--- config.mk ---
export PLATFORM = sky130hd
export DESIGN_NAME = neo_result_reader
export DESIGN_NICKNAME = d
export VERILOG_FILES = /design/src/rtl/neo_pkg.sv /design/src/rtl/neo_addr_counter.sv /design/src/rtl/neo_result_reader.sv
export SDC_FILE = /design/constraint.sdc
export NUM_CORES = 1
export LEC_CHECK = 0
export ABC_AREA = 1
export BUFFER_PORTS_ARGS = -buffer_cell sky130_fd_sc_hd__clkbuf_2
export CAP_MARGIN = 20
export CORE_MARGIN = 5
export CORE_UTILIZATION = 46
export DETAILED_ROUTE_END_ITERATION = 10
export PLACE_DENSITY = 0.69
export SYNTH_ARGS = -nofsm -noshare
export SYNTH_HDL_FRONTEND = slang
export SYNTH_SLANG_ARGS = --single-unit
--- constraint.sdc ---
create_clock -name clk -period 2.7 [get_ports clk]
set_input_delay 0.27 -clock clk [delete_from_list [all_inputs] [get_ports clk]]
set_output_delay 0.27 -clock clk [all_outputs]
set_load 0.1 [all_outputs]
--- src/rtl/neo_pkg.sv ---
// Shared definitions for the NEO result reader.
//   addr_w()      : address width for an M-entry memory ($clog2(M)+1, so the
//                   value M itself fits in a count)
//   rd_state_t    : reader FSM states
//   sample_t      : signed sample at the default word width
package neo_pkg;

  localparam int N_DEF = 16;
  localparam int M_DEF = 16;

  function automatic int addr_w(input int m);
    return $clog2(m) + 1;
  endfunction

  typedef enum logic [2:0] {
    IDLE,
    ISSUE,
    CAPTURE,
    PRESENT,
    DONE
  } rd_state_t;

  typedef logic signed [N_DEF-1:0] sample_t;

endpackage

--- src/rtl/neo_addr_counter.sv ---
// Address walker for the result reader.
//   load : latch base (reduced mod M) and the word count
//   step : one word consumed; decrement remaining, advance address mod M
//   addr : current read address (drives the memory raddr directly)
//   last : remaining == 1, i.e. the current word closes the window
module neo_addr_counter import neo_pkg::*; #(
  parameter int M = 16,
  localparam int A = addr_w(M)
) (
  input  logic         clk,
  input  logic         reset,
  input  logic         load,
  input  logic         step,
  input  logic [A-1:0] base,
  input  logic [A-1:0] cnt,
  output logic [A-1:0] addr,
  output logic         last
);

  logic [A-1:0] rem;

  always_ff @(posedge clk or negedge reset) begin
    if (!reset) begin
      addr <= '0;
      rem  <= '0;
    end else if (load) begin
      addr <= A'(int'(base) % M);
      rem  <= cnt;
    end else if (step) begin
      rem <= rem - 1'b1;
      // Leave the address on the final word so raddr keeps showing the
      // last location read once the window is over.
      if (rem != A'(1))
        addr <= (addr == A'(M-1)) ? '0 : addr + 1'b1;
    end
  end

  assign last = (rem == A'(1));

endmodule

--- src/rtl/neo_result_reader.sv ---
// Read-side consumer of the NEO sample/result memory. Walks an address
// window, registers each word, flags words strictly above a signed
// threshold and presents them on a valid/ready stream.
//   start/base_addr/count/threshold : window request (sampled in IDLE)
//   raddr/rdata                     : memory port, 1-cycle registered read
//   out_data/out_spike/out_last     : word stream, qualified by out_valid
//   busy/done/spike_count           : status
// raddr is loaded one state ahead (on start / on handshake) so the memory
// sees the address throughout ISSUE and rdata is ready during CAPTURE.
module neo_result_reader import neo_pkg::*; #(
  parameter int N = 16,
  parameter int M = 16,
  localparam int A = addr_w(M)
) (
  input  logic                clk,
  input  logic                reset,
  input  logic                start,
  input  logic [A-1:0]        base_addr,
  input  logic [A-1:0]        count,
  input  logic signed [N-1:0] threshold,
  output logic [A-1:0]        raddr,
  input  logic signed [N-1:0] rdata,
  output logic signed [N-1:0] out_data,
  output logic                out_spike,
  output logic                out_last,
  output logic                out_valid,
  input  logic                out_ready,
  output logic                busy,
  output logic                done,
  output logic [A-1:0]        spike_count
);

  rd_state_t           state;
  logic signed [N-1:0] thr;
  logic                ctr_load, ctr_step, ctr_last;

  assign ctr_load = (state == IDLE) && start && (count != '0);
  assign ctr_step = (state == PRESENT) && out_ready;

  neo_addr_counter #(.M(M)) u_ctr (
    .clk   (clk),
    .reset (reset),
    .load  (ctr_load),
    .step  (ctr_step),
    .base  (base_addr),
    .cnt   (count),
    .addr  (raddr),
    .last  (ctr_last)
  );

  always_ff @(posedge clk or negedge reset) begin
    if (!reset) begin
      state       <= IDLE;
      thr         <= '0;
      out_data    <= '0;
      out_spike   <= 1'b0;
      out_last    <= 1'b0;
      out_valid   <= 1'b0;
      busy        <= 1'b0;
      done        <= 1'b0;
      spike_count <= '0;
    end else begin
      case (state)
        IDLE: if (start) begin
          busy        <= 1'b1;
          thr         <= threshold;
          spike_count <= '0;
          // Empty window goes straight to DONE; done is raised on entry so
          // it is high for exactly the DONE cycle.
          if (count != '0) begin
            state <= ISSUE;
          end else begin
            state <= DONE;
            done  <= 1'b1;
          end
        end
        ISSUE: state <= CAPTURE;
        CAPTURE: begin
          out_data  <= rdata;
          out_spike <= (rdata > thr);
          out_last  <= ctr_last;
          out_valid <= 1'b1;
          state     <= PRESENT;
        end
        PRESENT: if (out_ready) begin
          out_valid <= 1'b0;
          if (out_spike && (spike_count != '1))
            spike_count <= spike_count + 1'b1;
          if (out_last) begin
            state <= DONE;
            done  <= 1'b1;
          end else begin
            state <= ISSUE;
          end
        end
        DONE: begin
          done  <= 1'b0;
          busy  <= 1'b0;
          state <= IDLE;
        end
        default: state <= IDLE;
      endcase
    end
  end

endmodule

After elaboration in Yosys (flattened, before gate mapping):

Index checks and enable logic that the tools add are counted.

* $lt $le $gt $ge: 1
* reductions and logical operators: 19
* $add $sub $neg: 3
* equality and inequality tests: 13
* multiplexer cells: 24

Operator list (number)
* $mux 5: 9
* $gt 16x16->1: 1
* $mux 3: 4
* $pmux 3 s4: 1
* $add 5x1->5 const B: 2
* $pmux 5 s2: 1
* $reduce_and 2->1: 5
* $reduce_bool 2->1: 5
* $ne 2x2->1 const B: 4
* $eq 3x2->1 const B: 2
* $mux 1: 6
* $eq 5x1->1 const B: 1
* $eq 5x4->1 const B: 1
* $ne 5x1->1 const B: 1
* $ne 5x5->1 const B: 1
* $reduce_and 5->1: 1
* $reduce_bool 5->1: 1
* $sub 5x1->5 const B: 1
* $logic_and 1x1->1: 4
* $pmux 1 s2: 2
* $reduce_and 4->1: 1
* $eq 3x1->1 const B: 1
* $eq 3x3->1 const B: 1
* $logic_not 3->1: 1
* 3 further kinds: 3

* bits in registers: 55
* output and inout bits: 31
* logic and storage cells: 71
* input port bits: 46

Logic depth before layout (Yosys ltp):

* depth after elaboration: 5
* gate-level depth with buffers: 14
* mapped depth without buffers: 14

Modules after synthesis:

A second synthesis with hierarchy kept.

* cells, all modules: 358
* area, all modules: 2942.8 sq um

By module, submodules not included
* neo_result_reader: cells an instance 277, area each 2279.7 sq um, instances 1
* neo_addr_counter: cells an instance 81, area each 663.1 sq um, instances 1

Worst setup path before layout:

OpenSTA, ideal clock, no wires.

* path kind: reg-to-reg
* start point: register spike_count[0]
* end point: register spike_count[3]
* arrival: 2.004 ns
* period minus slack after synthesis: 2.131 ns
* stages on the path, launching flop included: 11
* path buffers: 0
* slack: 0.569 ns
* setup time: 0.127 ns
* required time: 2.573 ns
* cells stage by stage: dfrtp_1 -> ha_1 -> nand2_1 -> nor2_1 -> ha_1 -> o21ai_2 -> nand2_1 -> nor2_4 -> nand2_2 -> o21ai_1 -> a21oi_1

* longest elaborated chain between the ends: 4
* elaborated cells between the ends (all ways): 8
* those cells by class: add/sub (1); eq/ne (2); mux (3); reduce/logical (2)

RTL lines
* start, declared: line neo_result_reader.sv:30 `output logic [A-1:0] spike_count`
* start signal, assigned: line neo_result_reader.sv:88 `spike_count <= spike_count + 1'b1;`
* $add 5x1->5 / $ne 5x5->1 (equally long branches): line neo_result_reader.sv:88, neo_result_reader.sv:87
* $mux 5 / $logic_and 1x1->1 (equally long branches): line neo_result_reader.sv:87 `if (out_spike && (spike_count != '1))`
* $mux 5 / $ne 2x1->1 (equally long branches)
* $pmux 5 s2 / $reduce_and 4->1 (equally long branches)

Parallel ways exist; a longest one is shown, timed or not. The select of a mux whose other input is x is not followed.
A chain may end at the register's enable or synchronous reset.

Final worst setup path:

* start point: register state[0]
* end point: register u_ctr.addr[0]

* longest elaborated chain between the ends: 5
* elaborated cells between the ends (all ways): 9
* those cells by class: eq/ne (1); mux (1); reduce/logical (7)

RTL lines
* start, declared: line neo_result_reader.sv:33 `rd_state_t state;`
* start signal, assigned: line neo_result_reader.sv:53 `state <= IDLE;`
* start signal, assigned: line neo_result_reader.sv:71 `state <= ISSUE;`
* start signal, assigned: line neo_result_reader.sv:73 `state <= DONE;`
* $logic_not 3->1: line neo_result_reader.sv:37 `assign ctr_load = (state == IDLE) && start && (count != '0);`
* $logic_and 1x1->1 (2 in a row): line neo_result_reader.sv:37
* $reduce_bool 2->1 (no line)
* $reduce_and 2->1 (no line)
* end signal, assigned: line neo_addr_counter.sv:27 `addr <= A'(int'(base) % M);`
* end signal, assigned: line neo_addr_counter.sv:34 `addr <= (addr == A'(M-1)) ? '0 : addr + 1'b1;`
* end, declared: line neo_addr_counter.sv:16 `output logic [A-1:0] addr,`

Parallel ways exist; a longest one is shown, timed or not.

==> impl_summary.txt <==
----------------------------------------------------
[Synth]
  Post-Synthesis Net Count ... 412
  FF+latch count, synth ... 55
  Synthesized instance count ... 345
  Yosys synthesis warning count ... 0
  Synth async-reset ratio ... 100%
  Total standard cell area after synthesis ... 0.00292 mm²
  Number of distinct library cells after synthesis ... 33
  Number of synthesized flops with an enable pin ... 0
  Seq/Total Area, Yosys ... 47.1%
  Syn Area/Cell ... 8.46 µm²
  Top_reg_cell synth ... sky130_fd_sc_hd__dfrtp_1

[Placement]
  Post-Place Worst Slack ... 0.857 ns
  Number of port buffers ... 75
  Placer's final routability congestion estimate ... 0.835
  Placed wire-length estimate after detailed placement ... 4880 µm

[Clock network]
  Post-CTS sizing ... 0
  Number of CTS-inserted buffers ... 5
  Clk Latency, worst-skew pair ... 0.30 ns
  Sink Count ... 55
  Max Root-Sink Buffers ... 2
  Setup repair bufs after CTS ... 0
  Cell at the root of the clock tree ... sky130_fd_sc_hd__clkbuf_8
  Cts hold-fix bufs ... 0
  CTS tree ... yes
  CTS H-tree lvls ... 2
  CTS clock-pin slew for the worst setup and hold paths ... 0.09 ns

[Worst setup path]
  Startpoint Class ... register
  Critical path capture point type ... register
  Critical path class ... reg -> reg
  Launch point of the worst reg-to-reg path ... state[0]$_DFFE_PN0P_
  R2r worst-path depth ... 7
  Crit path arrival time ... 2.05 ns
  Capturing point of the worst reg2reg path ... u_ctr.addr[0]$_DFFE_PN0P_
  Reg-to-reg setup timing slack ... 0.87 ns
  Largest fanout on the critical path ... 35
  Required time reported for the critical path endpoint ... 2.93 ns

[Cells and area]
  Filler cells ... 611
  Number of diodes added for antenna fixing ... 0
  Footprint of the multi-input gates ... 0.00134 mm²
  Layout area overhead ... 18.6%
  Commonest non-fill, non-tap cells in the layout ... 108 x sky130_fd_sc_hd__nand2_1, 75 x sky130_fd_sc_hd__clkbuf_2, 55 x sky130_fd_sc_hd__dfrtp_1
  Sequential standard cell area ... 0.00138 mm²
  Leading cell type in the layout, fill and taps excluded ... sky130_fd_sc_hd__nand2_1
  Fraction of layout instances using a drive strength above 1 ... 24.8%
  Nets ... 490

[Drt]
  Count of unresolved DRC violations after routing ... 0
  Vias after detailed routing ... 2431
  Routed Wire Length ... 6120 µm
  Violation count after the first detailed-routing iteration ... 54
  Number of nets with antenna violations after routing ... 0
  DRT Pass-1 Iters ... 4
  Detailed-route wire length per cell ... 12.2 µm
  Via-per-instance ratio ... 4.86

[GRT]
  Largest net degree at the start of global routing ... 36
  Wire length of the first global-routing pass ... 10600 µm
  Initial antenna violation count ... 0
  Number of global-route vias before repair ... 2410
  Overall overflow remaining after global route ... 0
  Overall global routing resource usage ... 16.9%

[Job]
  Maxcap violations ... 0

[Die]
  Standard-cell rows ... 29
  Core area ... 0.00628 mm²
  I/O pins ... 77
  Vertical die dimension ... 89.7 µm
  Overall die width ... 89.7 µm
  Initial core utilization ... 46.5%
  Area enclosed by the die boundary ... 0.00804 mm²

[Worst hold path]
  Class of the tightest hold or removal check ... in -> async

[STA]
  Final setup vio count ... 0
  FMAX ... 548 MHz
  Final slew viol count ... 0
  Portion of the clock cycle consumed by the worst path in the final layout ... 67.6%
  Setup tns final ... 0 ns
  Unrepaired setup endpoints after global routing ... no
  Transition at the pin with the smallest max-transition slack ... 0.758 ns
  Min Tclk post-route ... 1.83 ns
  Worst max-slew margin expressed relative to the limit ... 49.5%
  Slack of the critical path ... 0.874 ns
  Setup clock skew after layout ... 0.00473 ns
  Fin. Hold Viols ... 0

[Outcome]
  Result of the run ... finished clean

----------------------------------------------------
[critical path, stage by stage (launching register included)]
cell                      delay (ns)
sky130_fd_sc_hd__dfrtp_1        0.47
sky130_fd_sc_hd__nor2_2         0.23
sky130_fd_sc_hd__nand2_4        0.11
sky130_fd_sc_hd__nor2_8         0.36
sky130_fd_sc_hd__nand2_4        0.18
sky130_fd_sc_hd__inv_1          0.17
sky130_fd_sc_hd__nand2_1        0.07
sky130_fd_sc_hd__a31oi_1        0.16
[through the flow]
step	hold WS (ns)	util, %	instance area, µm²	instances
2_1_floorplan	-0.0256	-	2920	345
3_3_place_gp	0.387	53.8	3380	493
3_5_place_dp	0.399	53.8	3380	493
4_1_cts	0.0411	55.2	3460	500
5_1_grt	0.0892	55.2	3460	500
6_report	0.0193	55.2	3460	500
[kinds of logic (layout without fill, tap and decap cells)]
| group | count (synthesis) | count (layout) | share of synthesized area, % |
|---|---|---|---|
| AOI/OAI and AO/OA | 51 | 51 | 10.2 |
| xor gates and xnor gates | 5 | 5 | 1.50 |
| adders and majority gates | 21 | 21 | 9.00 |
| buffers and inverters | 52 | 130 | 7.11 |
| DFF | 55 | 55 | 47.1 |
| and+or+nand+nor | 161 | 161 | 25.0 |
[sequential cells by signal, indices dropped and copies added, names as in the netlist]
signal / flops
state: 3
u_ctr.rem: 5
spike_count: 5
out_spike: 1
out_valid: 1
out_data: 16
done: 1
u_ctr.addr: 5
out_last: 1
busy: 1
thr: 16
[Yosys cell counts (2+ instances only)]
master	count	area share (%)
sky130_fd_sc_hd__nand2_1	108	14
sky130_fd_sc_hd__dfrtp_1	55	47
sky130_fd_sc_hd__inv_1	42	5.4
sky130_fd_sc_hd__o21ai_0	24	4.1
sky130_fd_sc_hd__ha_1	21	9.0
sky130_fd_sc_hd__nor2_1	18	2.3
sky130_fd_sc_hd__nand3_1	17	2.9
sky130_fd_sc_hd__a21oi_1	12	2.1
sky130_fd_sc_hd__nand2_2	4	0.86
sky130_fd_sc_hd__o21ai_1	4	0.69
sky130_fd_sc_hd__xor2_1	4	1.2
sky130_fd_sc_hd__buf_2	3	0.51
sky130_fd_sc_hd__inv_2	3	0.39
sky130_fd_sc_hd__nand2_4	3	1.2
sky130_fd_sc_hd__nor2_4	3	1.2
sky130_fd_sc_hd__a22oi_1	2	0.51
sky130_fd_sc_hd__clkbuf_1	2	0.26
sky130_fd_sc_hd__nand3b_1	2	0.51
sky130_fd_sc_hd__nand4_1	2	0.43
sky130_fd_sc_hd__o211ai_1	2	0.51
sky130_fd_sc_hd__o221ai_1	2	0.60
[metal layers]
metal,track usage [%],share of wire [%]
met2,28.3,48
met5,0,0
met1,22.2,45
met3,3.01,5.8
met4,5.55,1.3
[worst max-delay path by stage]
| stage | startpoint | end | slack [ns] |
|---|---|---|---|
| floorplan | spike_count[0]$_DFFE_PN0P_ | spike_count[3]$_DFFE_PN0P_ | 0.57 |
| global placement | state[0]$_DFFE_PN0P_ | u_ctr.addr[0]$_DFFE_PN0P_ | 0.93 |
| detailed placement | state[0]$_DFFE_PN0P_ | u_ctr.addr[0]$_DFFE_PN0P_ | 0.86 |
| finish | state[0]$_DFFE_PN0P_ | u_ctr.addr[0]$_DFFE_PN0P_ | 0.87 |
| CTS | state[0]$_DFFE_PN0P_ | u_ctr.addr[0]$_DFFE_PN0P_ | 0.83 |
| global route | state[0]$_DFFE_PN0P_ | u_ctr.addr[0]$_DFFE_PN0P_ | 0.69 |
[layout make-up]
type | instances | area share [%]
Clock buffer | 6 | 2.38
Clock inverter | 1 | 0.145
Inverter | 45 | 4.88
Multi-Input combinational cell | 238 | 38.6
Sequential cell | 55 | 39.7
Tap cell | 77 | 2.78
Timing Repair Buffer | 78 | 11.5
Power is left out: the tool's default activity adds up to more than one toggle a clock period on the data nets, which glitch-free logic cannot reach.
